File: src/rtl/lsu_pkg.sv
// Shared types and widths for the load/store unit slice.
// Widths are package constants so the interface, the store buffer entry
// type and the top all agree without threading parameters through.
package lsu_pkg;

  localparam int ADDR_W = 4;  // 16-word data memory
  localparam int DATA_W = 8;  // data word width
  localparam int TAG_W  = 3;  // destination-register tag width

  // DRAIN is only reachable when store forwarding is compiled out.
  typedef enum logic [1:0] {
    IDLE  = 2'd0,
    LOAD  = 2'd1,
    DRAIN = 2'd2
  } lsu_state_t;

  // One posted store waiting to be written to memory.
  typedef struct packed {
    logic [ADDR_W-1:0] addr;
    logic [DATA_W-1:0] data;
  } store_entry_t;

endpackage

File: src/rtl/load_store_unit_if.sv
// Request/response handshake plus data-memory port bundle of the LSU.
// slave  : the load/store unit's view.
// master : the environment's view (execute stage and data memory).
interface load_store_unit_if;
  import lsu_pkg::*;

  // Execute-stage request
  logic              Req_Valid;
  logic              Req_Ready;
  logic              Req_Is_Store;
  logic [ADDR_W-1:0] Req_Address;
  logic [DATA_W-1:0] Req_Data;
  logic [TAG_W-1:0]  Req_Tag;

  // Load writeback pulse
  logic              Resp_Valid;
  logic [DATA_W-1:0] Resp_Data;
  logic [TAG_W-1:0]  Resp_Tag;

  // Data memory ports
  logic              Mem_Busy;
  logic              Mem_Write_Enable;
  logic [ADDR_W-1:0] Mem_Write_Address;
  logic [ADDR_W-1:0] Mem_Read_Address;
  logic [DATA_W-1:0] Mem_Data_In;
  logic [DATA_W-1:0] Mem_Data_Out;

  modport slave (
    input  Req_Valid, Req_Is_Store, Req_Address, Req_Data, Req_Tag,
    input  Mem_Busy, Mem_Data_Out,
    output Req_Ready, Resp_Valid, Resp_Data, Resp_Tag,
    output Mem_Write_Enable, Mem_Write_Address, Mem_Read_Address, Mem_Data_In
  );

  modport master (
    output Req_Valid, Req_Is_Store, Req_Address, Req_Data, Req_Tag,
    output Mem_Busy, Mem_Data_Out,
    input  Req_Ready, Resp_Valid, Resp_Data, Resp_Tag,
    input  Mem_Write_Enable, Mem_Write_Address, Mem_Read_Address, Mem_Data_In
  );

endinterface

File: src/rtl/load_store_unit_store_buffer.sv
// In-order circular store buffer for the load/store unit.
// Optional feature macro: LSU_STORE_FWD_EN adds a youngest-match address
// lookup port used for store-to-load forwarding.
module store_buffer
  import lsu_pkg::*;
#(
  parameter int DEPTH = 2  // power of two, >= 2
) (
  input  logic                     clk,
  input  logic                     rst,
  input  logic                     push,
  input  store_entry_t             push_entry,
  input  logic                     pop,
  output store_entry_t             head_entry,
  output logic                     full,
  output logic                     empty,
  output logic [$clog2(DEPTH):0]   count
`ifdef LSU_STORE_FWD_EN
  ,
  input  logic [ADDR_W-1:0]        lookup_addr,
  output logic                     lookup_hit,
  output logic [DATA_W-1:0]        lookup_data
`endif
);

  localparam int PTR_W = $clog2(DEPTH);

  store_entry_t      entries [DEPTH];
  logic [PTR_W-1:0]  rd_ptr;
  logic [PTR_W-1:0]  wr_ptr;
  logic [PTR_W:0]    count_q;

  // Pointer and occupancy bookkeeping; push and pop may coincide.
  always_ff @(posedge clk) begin
    // NOTE: sequential state uses non-blocking assignments so every register samples pre-edge values.
    if (rst) begin
      rd_ptr  <= '0;
      wr_ptr  <= '0;
      count_q <= '0;
    end else begin
      if (push) wr_ptr <= wr_ptr + 1'b1;
      if (pop)  rd_ptr <= rd_ptr + 1'b1;
      case ({push, pop})
        2'b10:   count_q <= count_q + 1'b1;
        2'b01:   count_q <= count_q - 1'b1;
        default: count_q <= count_q;
      endcase
    end
  end

  // Entry storage, written at the tail on push.
  // NOTE: the entry array is deliberately not reset; count_q alone says which slots are live.
  always_ff @(posedge clk) begin
    if (push) entries[wr_ptr] <= push_entry;
  end

  assign head_entry = entries[rd_ptr];
  assign count      = count_q;
  assign full       = (count_q == (PTR_W+1)'(DEPTH));
  assign empty      = (count_q == '0);

`ifdef LSU_STORE_FWD_EN
  // Youngest-match lookup: walk live entries oldest to youngest so the
  // last hit, i.e. the most recent store to the address, wins.
  always_comb begin
    // NOTE: every output of a combinational block gets a default first, so no path can infer a latch.
    lookup_hit  = 1'b0;
    lookup_data = '0;
    for (int i = 0; i < DEPTH; i++) begin
      if (((PTR_W+1)'(i) < count_q) &&
          (entries[rd_ptr + PTR_W'(i)].addr == lookup_addr)) begin
        lookup_hit  = 1'b1;
        lookup_data = entries[rd_ptr + PTR_W'(i)].data;
      end
    end
  end
`endif

endmodule

File: src/rtl/load_store_unit.sv
// Load/store unit: memory-access stage in front of the 16x8 data memory.
// Stores are posted to an in-order buffer and drained one per cycle when
// the memory is free; loads return a tagged one-cycle writeback pulse.
// Optional feature macro: LSU_STORE_FWD_EN. When defined, loads snapshot a
// forward result from the store buffer; when undefined, a load first waits
// in DRAIN until all older stores have reached memory.
module load_store_unit
  import lsu_pkg::*;
#(
  parameter int SB_DEPTH = 2  // store buffer entries, power of two, >= 2
) (
  input  logic               Clock,
  input  logic               Reset,
  load_store_unit_if.slave   bus,
  output logic               Busy
);

  localparam int CNT_W = $clog2(SB_DEPTH) + 1;

  lsu_state_t        state;
  lsu_state_t        next_state;
  logic              resp_fire;

  logic              accept;
  logic              load_accept;
  logic              sb_push;
  logic              sb_pop;
  logic              sb_full;
  logic              sb_empty;
  logic [CNT_W-1:0]  sb_count;
  store_entry_t      sb_head;
  store_entry_t      sb_push_entry;
  logic [TAG_W-1:0]  load_tag;

`ifdef LSU_STORE_FWD_EN
  logic              lookup_hit;
  logic [DATA_W-1:0] lookup_data;
  logic              fwd_hit;
  logic [DATA_W-1:0] fwd_data;
`endif

  // Handshake: ready only when idle with buffer room, regardless of type.
  assign bus.Req_Ready = (state == IDLE) && !sb_full;
  assign accept        = bus.Req_Valid && bus.Req_Ready;
  assign load_accept   = accept && !bus.Req_Is_Store;
  assign sb_push       = accept && bus.Req_Is_Store;
  assign sb_push_entry = '{addr: bus.Req_Address, data: bus.Req_Data};

  // Drain the head whenever memory is not held by its external owner.
  assign bus.Mem_Write_Enable  = !sb_empty && !bus.Mem_Busy;
  assign bus.Mem_Write_Address = sb_head.addr;
  assign bus.Mem_Data_In       = sb_head.data;
  assign sb_pop                = bus.Mem_Write_Enable;

  assign Busy = !sb_empty || (state != IDLE);

  store_buffer #(
    .DEPTH (SB_DEPTH)
  ) u_store_buffer (
    .clk         (Clock),
    .rst         (Reset),
    .push        (sb_push),
    .push_entry  (sb_push_entry),
    .pop         (sb_pop),
    .head_entry  (sb_head),
    .full        (sb_full),
    .empty       (sb_empty),
    .count       (sb_count)
`ifdef LSU_STORE_FWD_EN
    ,
    .lookup_addr (bus.Req_Address),
    .lookup_hit  (lookup_hit),
    .lookup_data (lookup_data)
`endif
  );

  // FSM state register.
  always_ff @(posedge Clock) begin
    if (Reset) state <= IDLE;
    else       state <= next_state;
  end

  // FSM next-state and response-fire decode.
  always_comb begin
    next_state = state;
    resp_fire  = 1'b0;
    case (state)
      IDLE: begin
        if (load_accept) begin
`ifdef LSU_STORE_FWD_EN
          next_state = LOAD;
`else
          next_state = sb_empty ? LOAD : DRAIN;
`endif
        end
      end
      LOAD: begin
        if (!bus.Mem_Busy) begin
          next_state = IDLE;
          resp_fire  = 1'b1;
        end
      end
`ifndef LSU_STORE_FWD_EN
      DRAIN: begin
        // Leave once no older store remains (already empty, or last pop now).
        if (sb_empty || (sb_pop && (sb_count == CNT_W'(1)))) next_state = LOAD;
      end
`endif
      default: next_state = IDLE;
    endcase
  end

  // Load datapath: capture request at accept, produce the writeback pulse.
  always_ff @(posedge Clock) begin
    if (Reset) begin
      bus.Mem_Read_Address <= '0;
      load_tag             <= '0;
      bus.Resp_Valid       <= 1'b0;
      bus.Resp_Data        <= '0;
      bus.Resp_Tag         <= '0;
`ifdef LSU_STORE_FWD_EN
      fwd_hit              <= 1'b0;
      fwd_data             <= '0;
`endif
    end else begin
      bus.Resp_Valid <= resp_fire;
      if (load_accept) begin
        bus.Mem_Read_Address <= bus.Req_Address;
        load_tag             <= bus.Req_Tag;
`ifdef LSU_STORE_FWD_EN
        // Snapshot covers any matching store drained while the load waits.
        fwd_hit              <= lookup_hit;
        fwd_data             <= lookup_data;
`endif
      end
      if (resp_fire) begin
`ifdef LSU_STORE_FWD_EN
        bus.Resp_Data <= fwd_hit ? fwd_data : bus.Mem_Data_Out;
`else
        bus.Resp_Data <= bus.Mem_Data_Out;
`endif
        bus.Resp_Tag  <= load_tag;
      end
    end
  end

endmodule
File: src/flat_wrapper.sv
// flat-port wrapper written by rule: the top's interface ports become plain ports
module load_store_unit_flat import lsu_pkg::*;
#(
  parameter int SB_DEPTH = 2                                             
)
  (Clock, Reset, Busy, bus_Req_Valid, bus_Req_Is_Store, bus_Req_Address, bus_Req_Data, bus_Req_Tag, bus_Mem_Busy, bus_Mem_Data_Out, bus_Req_Ready, bus_Resp_Valid, bus_Resp_Data, bus_Resp_Tag, bus_Mem_Write_Enable, bus_Mem_Write_Address, bus_Mem_Read_Address, bus_Mem_Data_In);
  load_store_unit_if bus_i ();
  input  logic Clock;
  input  logic Reset;
  output logic Busy;
  input wire logic [$bits(bus_i.Req_Valid)-1:0] bus_Req_Valid;
  input wire logic [$bits(bus_i.Req_Is_Store)-1:0] bus_Req_Is_Store;
  input wire logic [$bits(bus_i.Req_Address)-1:0] bus_Req_Address;
  input wire logic [$bits(bus_i.Req_Data)-1:0] bus_Req_Data;
  input wire logic [$bits(bus_i.Req_Tag)-1:0] bus_Req_Tag;
  input wire logic [$bits(bus_i.Mem_Busy)-1:0] bus_Mem_Busy;
  input wire logic [$bits(bus_i.Mem_Data_Out)-1:0] bus_Mem_Data_Out;
  output wire logic [$bits(bus_i.Req_Ready)-1:0] bus_Req_Ready;
  output wire logic [$bits(bus_i.Resp_Valid)-1:0] bus_Resp_Valid;
  output wire logic [$bits(bus_i.Resp_Data)-1:0] bus_Resp_Data;
  output wire logic [$bits(bus_i.Resp_Tag)-1:0] bus_Resp_Tag;
  output wire logic [$bits(bus_i.Mem_Write_Enable)-1:0] bus_Mem_Write_Enable;
  output wire logic [$bits(bus_i.Mem_Write_Address)-1:0] bus_Mem_Write_Address;
  output wire logic [$bits(bus_i.Mem_Read_Address)-1:0] bus_Mem_Read_Address;
  output wire logic [$bits(bus_i.Mem_Data_In)-1:0] bus_Mem_Data_In;
  assign bus_i.Req_Valid = bus_Req_Valid;
  assign bus_i.Req_Is_Store = bus_Req_Is_Store;
  assign bus_i.Req_Address = bus_Req_Address;
  assign bus_i.Req_Data = bus_Req_Data;
  assign bus_i.Req_Tag = bus_Req_Tag;
  assign bus_i.Mem_Busy = bus_Mem_Busy;
  assign bus_i.Mem_Data_Out = bus_Mem_Data_Out;
  assign bus_Req_Ready = bus_i.Req_Ready;
  assign bus_Resp_Valid = bus_i.Resp_Valid;
  assign bus_Resp_Data = bus_i.Resp_Data;
  assign bus_Resp_Tag = bus_i.Resp_Tag;
  assign bus_Mem_Write_Enable = bus_i.Mem_Write_Enable;
  assign bus_Mem_Write_Address = bus_i.Mem_Write_Address;
  assign bus_Mem_Read_Address = bus_i.Mem_Read_Address;
  assign bus_Mem_Data_In = bus_i.Mem_Data_In;
  load_store_unit #(.SB_DEPTH(SB_DEPTH)) u_core (.Clock(Clock), .Reset(Reset), .bus(bus_i), .Busy(Busy));
endmodule
File: config.mk
export PLATFORM = sky130hd
export DESIGN_NAME = load_store_unit_flat
export DESIGN_NICKNAME = d
export VERILOG_FILES = /design/src/rtl/lsu_pkg.sv /design/src/rtl/load_store_unit_if.sv /design/src/rtl/load_store_unit_store_buffer.sv /design/src/rtl/load_store_unit.sv /design/src/flat_wrapper.sv
export SDC_FILE = /design/constraint.sdc
export NUM_CORES = 1
export LEC_CHECK = 0
export ABC_AREA = 1
export BUFFER_PORTS_ARGS = -buffer_cell sky130_fd_sc_hd__buf_4
export CAP_MARGIN = 10
export CORE_MARGIN = 2
export CORE_UTILIZATION = 50
export CTS_BUF_LIST = sky130_fd_sc_hd__clkbuf_16
export DETAILED_ROUTE_END_ITERATION = 6
export GPL_ROUTABILITY_DRIVEN = 0
export PLACE_DENSITY = 0.78
export SLEW_MARGIN = 10
export SYNTH_ARGS = -nofsm -noshare
export SYNTH_HDL_FRONTEND = slang
export SYNTH_HIERARCHICAL = 1
export SYNTH_SLANG_ARGS = --single-unit
File: constraint.sdc
create_clock -name Clock -period 2.4 [get_ports Clock]
set_input_delay 0.12 -clock Clock [delete_from_list [all_inputs] [get_ports Clock]]
set_output_delay 0.12 -clock Clock [all_outputs]
set_load 0.05 [all_outputs]
=== Yosys cells after proc, flatten, opt, wreduce, memory -nomap -nowiden ===
Memory sizes are Yosys's and may differ from the RTL's. A register that Yosys moved wholly into a read port is not among the register bits.
Index checks and enable logic that the tools add are counted.

* Memories: 1
* Input bits: 28
* Output and inout port bits: 31
* Bits in writable memories: 24
* Bits in registers: 25

{| class="wikitable"
|+ Memories
! memory !! words !! width !! read ports !! clocked after memory_dff !! wr ports !! RTL line !! text
|-
| u_core.u_store_buffer.entries || 2 || 12 || 1 || 1 || 1 || load_store_unit_store_buffer.sv:28 || <nowiki>store_entry_t entries [DEPTH];</nowiki>
|}

* Add/subtract/negate cells: 4
* Muxes and demuxes: 12
* Reductions and logical operators: 17
* Equality and inequality tests: 9

{| class="wikitable"
|+ Operators with widths
! operator !! count
|-
| $mux W2 || 4
|-
| $eq A2 B1 Y1 const B || 3
|-
| $eq A2 B2 Y1 const B || 3
|-
| $logic_and A1 B1 Y1 || 6
|-
| $mux W1 || 6
|-
| $pmux W2 S3 || 1
|-
| $logic_not A1 Y1 || 4
|-
| $logic_not A2 Y1 || 2
|-
| $ne A2 B1 Y1 const B || 2
|-
| $pmux W2 S2 || 1
|-
| $reduce_bool A2 Y1 || 2
|-
| $reduce_and A3 Y1 || 1
|-
| $add A1 B1 Y1 const B || 2
|-
| $add A2 B1 Y2 const B || 1
|-
| $logic_or A1 B1 Y1 || 2
|-
| $ne A2 B2 Y1 const B || 1
|-
| $sub A2 B1 Y2 const B || 1
|}

=== Longest topological paths before layout ===
* Depth in word-level cells: 7
* Depth in mapped cells: 12
* Mapped depth without buffers: 12

=== Modules after synthesis ===
Netlist, hierarchy kept.

{| class="wikitable"
|+ By module, submodules not included
! module !! seq. area each (sq um) !! instances !! cells an instance !! area an instance (sq um)
|-
| store_buffer || 820.8 || 1 || 70 || 1129.8
|-
| load_store_unit || 420.4 || 1 || 114 || 853.3
|}

=== Worst setup path after synthesis ===
Ideal clock, no wire load.

* Kind: reg-to-reg
* From: register u_core.state[1]
* To: memory u_core/u_store_buffer/entries[0][0] (netlist name) (enable)
* Arrival: 2.030 ns
* Stages on the path, launching flop included: 8
* Buffers on the path: 0
* Library setup time: 0.380 ns
* Slack: -0.010 ns
* Data required time: 2.020 ns
* Cells stage by stage: dfxtp_1 inv_1 nand2_1 nor2_1 nand2_1 nor2_1 inv_1 nor2_1

* Cells in the longest elaborated chain, start to end: 6

{| class="wikitable"
|+ RTL lines
! element !! RTL line !! text
|-
| start, declared || load_store_unit.sv:20 || <nowiki>lsu_state_t state;</nowiki>
|-
| start signal, assigned || load_store_unit.sv:80 || <nowiki>else state <= next_state;</nowiki>
|-
| $logic_not A2 Y1 || load_store_unit.sv:43 || <nowiki>assign bus.Req_Ready = (state == IDLE) && !sb_full;</nowiki>
|-
| $logic_and A1 B1 Y1 || load_store_unit.sv:43 ||
|-
| named net bus_Req_Ready || flat_wrapper.sv:18 || <nowiki>output wire logic [$bits(bus_i.Req_Ready)-1:0] bus_Req_Ready;</nowiki>
|-
| $logic_and A1 B1 Y1 || load_store_unit.sv:44 || <nowiki>assign accept = bus.Req_Valid && bus.Req_Ready;</nowiki>
|-
| $logic_and A1 B1 Y1 || load_store_unit.sv:46 || <nowiki>assign sb_push = accept && bus.Req_Is_Store;</nowiki>
|-
| named net u_core.sb_push || load_store_unit.sv:26 || <nowiki>logic sb_push;</nowiki>
|-
| $mux W1 || load_store_unit_store_buffer.sv:54 || <nowiki>if (push) entries[wr_ptr] <= push_entry;</nowiki>
|-
| $mux W1 (not written as such) || load_store_unit_store_buffer.sv:54 ||
|-
| end, declared || load_store_unit_store_buffer.sv:28 ||
|}

The timed path passes the listed nets, and every way through them passes these cells.

==> impl_metrics.toml <==
[route]
remaining_drc_errors = 0
wl_um = 3450
first_pass_iters = 4
vias = 1402
ant_nets = 0
viasPerCell = 4.77
drt_iter0_drc = 86
wire_per_inst_um = 11.7

[finish]
drive_gt1_share_pct = 33.3
antenna_cells = 0
fin_nets = 274
instances_no_fill = 294
syn2layout_area_growth_pct = 30.7

[clock_network]
post_cts_buffers = 0
postCtsHoldBufs = 0
cts.repair.resized = 0
clk_path_buf_depth = 2
numClockSinks = 50
clk_pin_slew_worst_paths_ps = 60
cts_root_buffer = "clkbuf_16"
cts_tree = "yes"
htree_levels = 2
cts_buffers = 5
clkLatencyLatePin_ps = 270

[power]
p_per_area_nw_per_um2 = 1180
p_leak_nw = 1.10
ir_drop_uv = 788
total_power_mw = 3.05

[worst_setup_path]
crit_arrival_ps = 1660
cp_top_family = "flip-flops"
critPathSlowestCell = "dfxtp_1"
end_kind = "primary output"
crit_type = "reg2out"
crit_fanout = 12
path_cells = "mux2_2 -> buf_4"
crit_buf_inv = 1
crit_path_start_kind = "flop"
cp_data_required_time_ps = 2280
slowest_delay_ps = 780

[die]
fp.dieW_um = 67.0
core_um2 = 3740
pin_count = 59
start_util_pct = 53.0
fp.dieH_um = 67.0
die_area_um2 = 4490
fp-row-count = 22

[sta]
skew_ps = 3.60
worst_pin_slew_ps = 730
min_period_ps = 1780
period_share_pct = 74.2
setup-tns-final_ps = 0
slew_headroom_pct = 51.2
hold_viol_final = 0
rsz0062_at_grt = "no"
max_freq_mhz = 562
setup_slack_ps = 620
maxSlewViolCount = 0
setup_viol = 0

[synth]
synth_top_area_share_pct = 36.3
yosys_warnings = 6
ys_seq_area_share_pct = 62.6
synthTopCellsByCount = "inv_1, dfxtp_1, edfxtp_1"
synth_nets = 213
yosysTopAreaCell = "edfxtp_1"
syn_area_um2 = 1980
yosysMostFrequentCell = "inv_1"
synth_edf_count = 24
netlist-cell-type-count = 23
syn_inst = 184
avgSynthCellArea_um2 = 10.8
synth-main-ff-cell = "dfxtp_1"
synthTopCellsByArea = "edfxtp_1, dfxtp_1, mux2_4"
ys_seq_elements = 50
async_reset_ff_share_pct = 0

[place]
dp_slack_ps = 760
port_buffers = 58
placedCellCount = 286
dp.final_hpwl_um = 2530

[job]
max_cap_violations = 0

[global_routing]
grt_pass1_vias = 1291
antenna_found_initial = 0
grtUsageTotal_pct = 16.4
grt_first_pass_wirelength_um = 5450
grt_overflow = 0
grt_max_degree = 24

[hold_path]
hold_class = "in2reg"

[run_status]
status = "completed"
[final cells by class]
| type | count | area (µm²) |
|---|---|---|
| clock buffer | 5 | 125 |
| fill | 295 | 1150 |
| sequential | 50 | 1240 |
| multi-input combinational | 97 | 586 |
| clock inverter | 3 | 16.3 |
| timing repair buffer | 59 | 443 |
| tap | 48 | 60.1 |
| inverter | 32 | 120 |
[flip-flops by register name, indices dropped and copies added (netlist names), named ones only]
register and count:
u_core/u_store_buffer/wr_ptr 1, u_core/u_store_buffer/entries 24, u_core/bus.Resp_Tag 3, u_core/bus.Resp_Data 8, u_core/load_tag 3, u_core/bus.Resp_Valid 1
u_core/u_store_buffer/count 2, u_core/bus.Mem_Read_Address 4, u_core/u_store_buffer/rd_ptr 1, u_core/state 2
[layer usage]
layer	vias up	global-route usage (%)	wire length (µm)
met5	-	0	0
met4	0	8.93	42
met3	2	3.72	198
met2	34	26.3	1660
met1	636	20.4	1550
li1	730	-	-
[where the power goes]
part	switching (mW)	leakage (nW)	internal (mW)
logic	0.826	0.605	0.434
clock network	0.263	0.0634	0.379
registers	0.108	0.431	1.04
[through the flow]
| step | hold WS (ps) | instance area, µm² | utilization, % |
|---|---|---|---|
| final | 29.9 | 2590 | 69.2 |
| after global routing | 15.6 | 2590 | 69.2 |
| after CTS | 23.0 | 2590 | 69.2 |
| after detailed placement | 309 | 2450 | 65.4 |
| after global placement | 309 | 2450 | 65.4 |
| after floorplan | 189 | 1990 | - |
[placed cells by master (no fill, tap or decap)]
master and n:
mux2_2 2, nand2_1 15, o21ai_0 19, xnor2_1 1, a31oi_1 1, a21oi_1 21, buf_4 59, ha_1 1
nor3_1 1, clkinv_1 1, clkinvlp_4 1, mux2_4 10, edfxtp_1 24, or2_2 1, nand3_1 3, nand4_1 1
dfxtp_1 26, inv_1 32, clkinvlp_2 1, nand3b_1 1, nand4_2 1, nor2_2 2, nor2_1 17, clkbuf_16 5
[final timing paths]
path / depth (start not counted) / end / slack [ps] / from
setup / recovery: 2 / bus_Mem_Data_In[3] / 620 / flop
hold / removal: 1 / u_core/u_store_buffer/entries[1][4] / 30 / bus_Req_Data[4]
setup reg to reg: 7 / u_core/u_store_buffer/entries[1][9] / 740 / u_core/state[1]
hold reg to reg: 2 / u_core/bus.Resp_Data[3] / 450 / u_core/bus.Resp_Data[3]
[cell families after synthesis]
family,after synthesis,synth area share [%]
muxes,12,8.71
AOI/OAI and AO/OA,41,10.4
adders and majority gates,1,0.631
buffers and inverters,37,8.01
DFF,50,62.6
xor gates and xnor gates,1,0.442
and+or+nand+nor,42,9.21
Note: power is estimated with default switching activity, not from simulation.
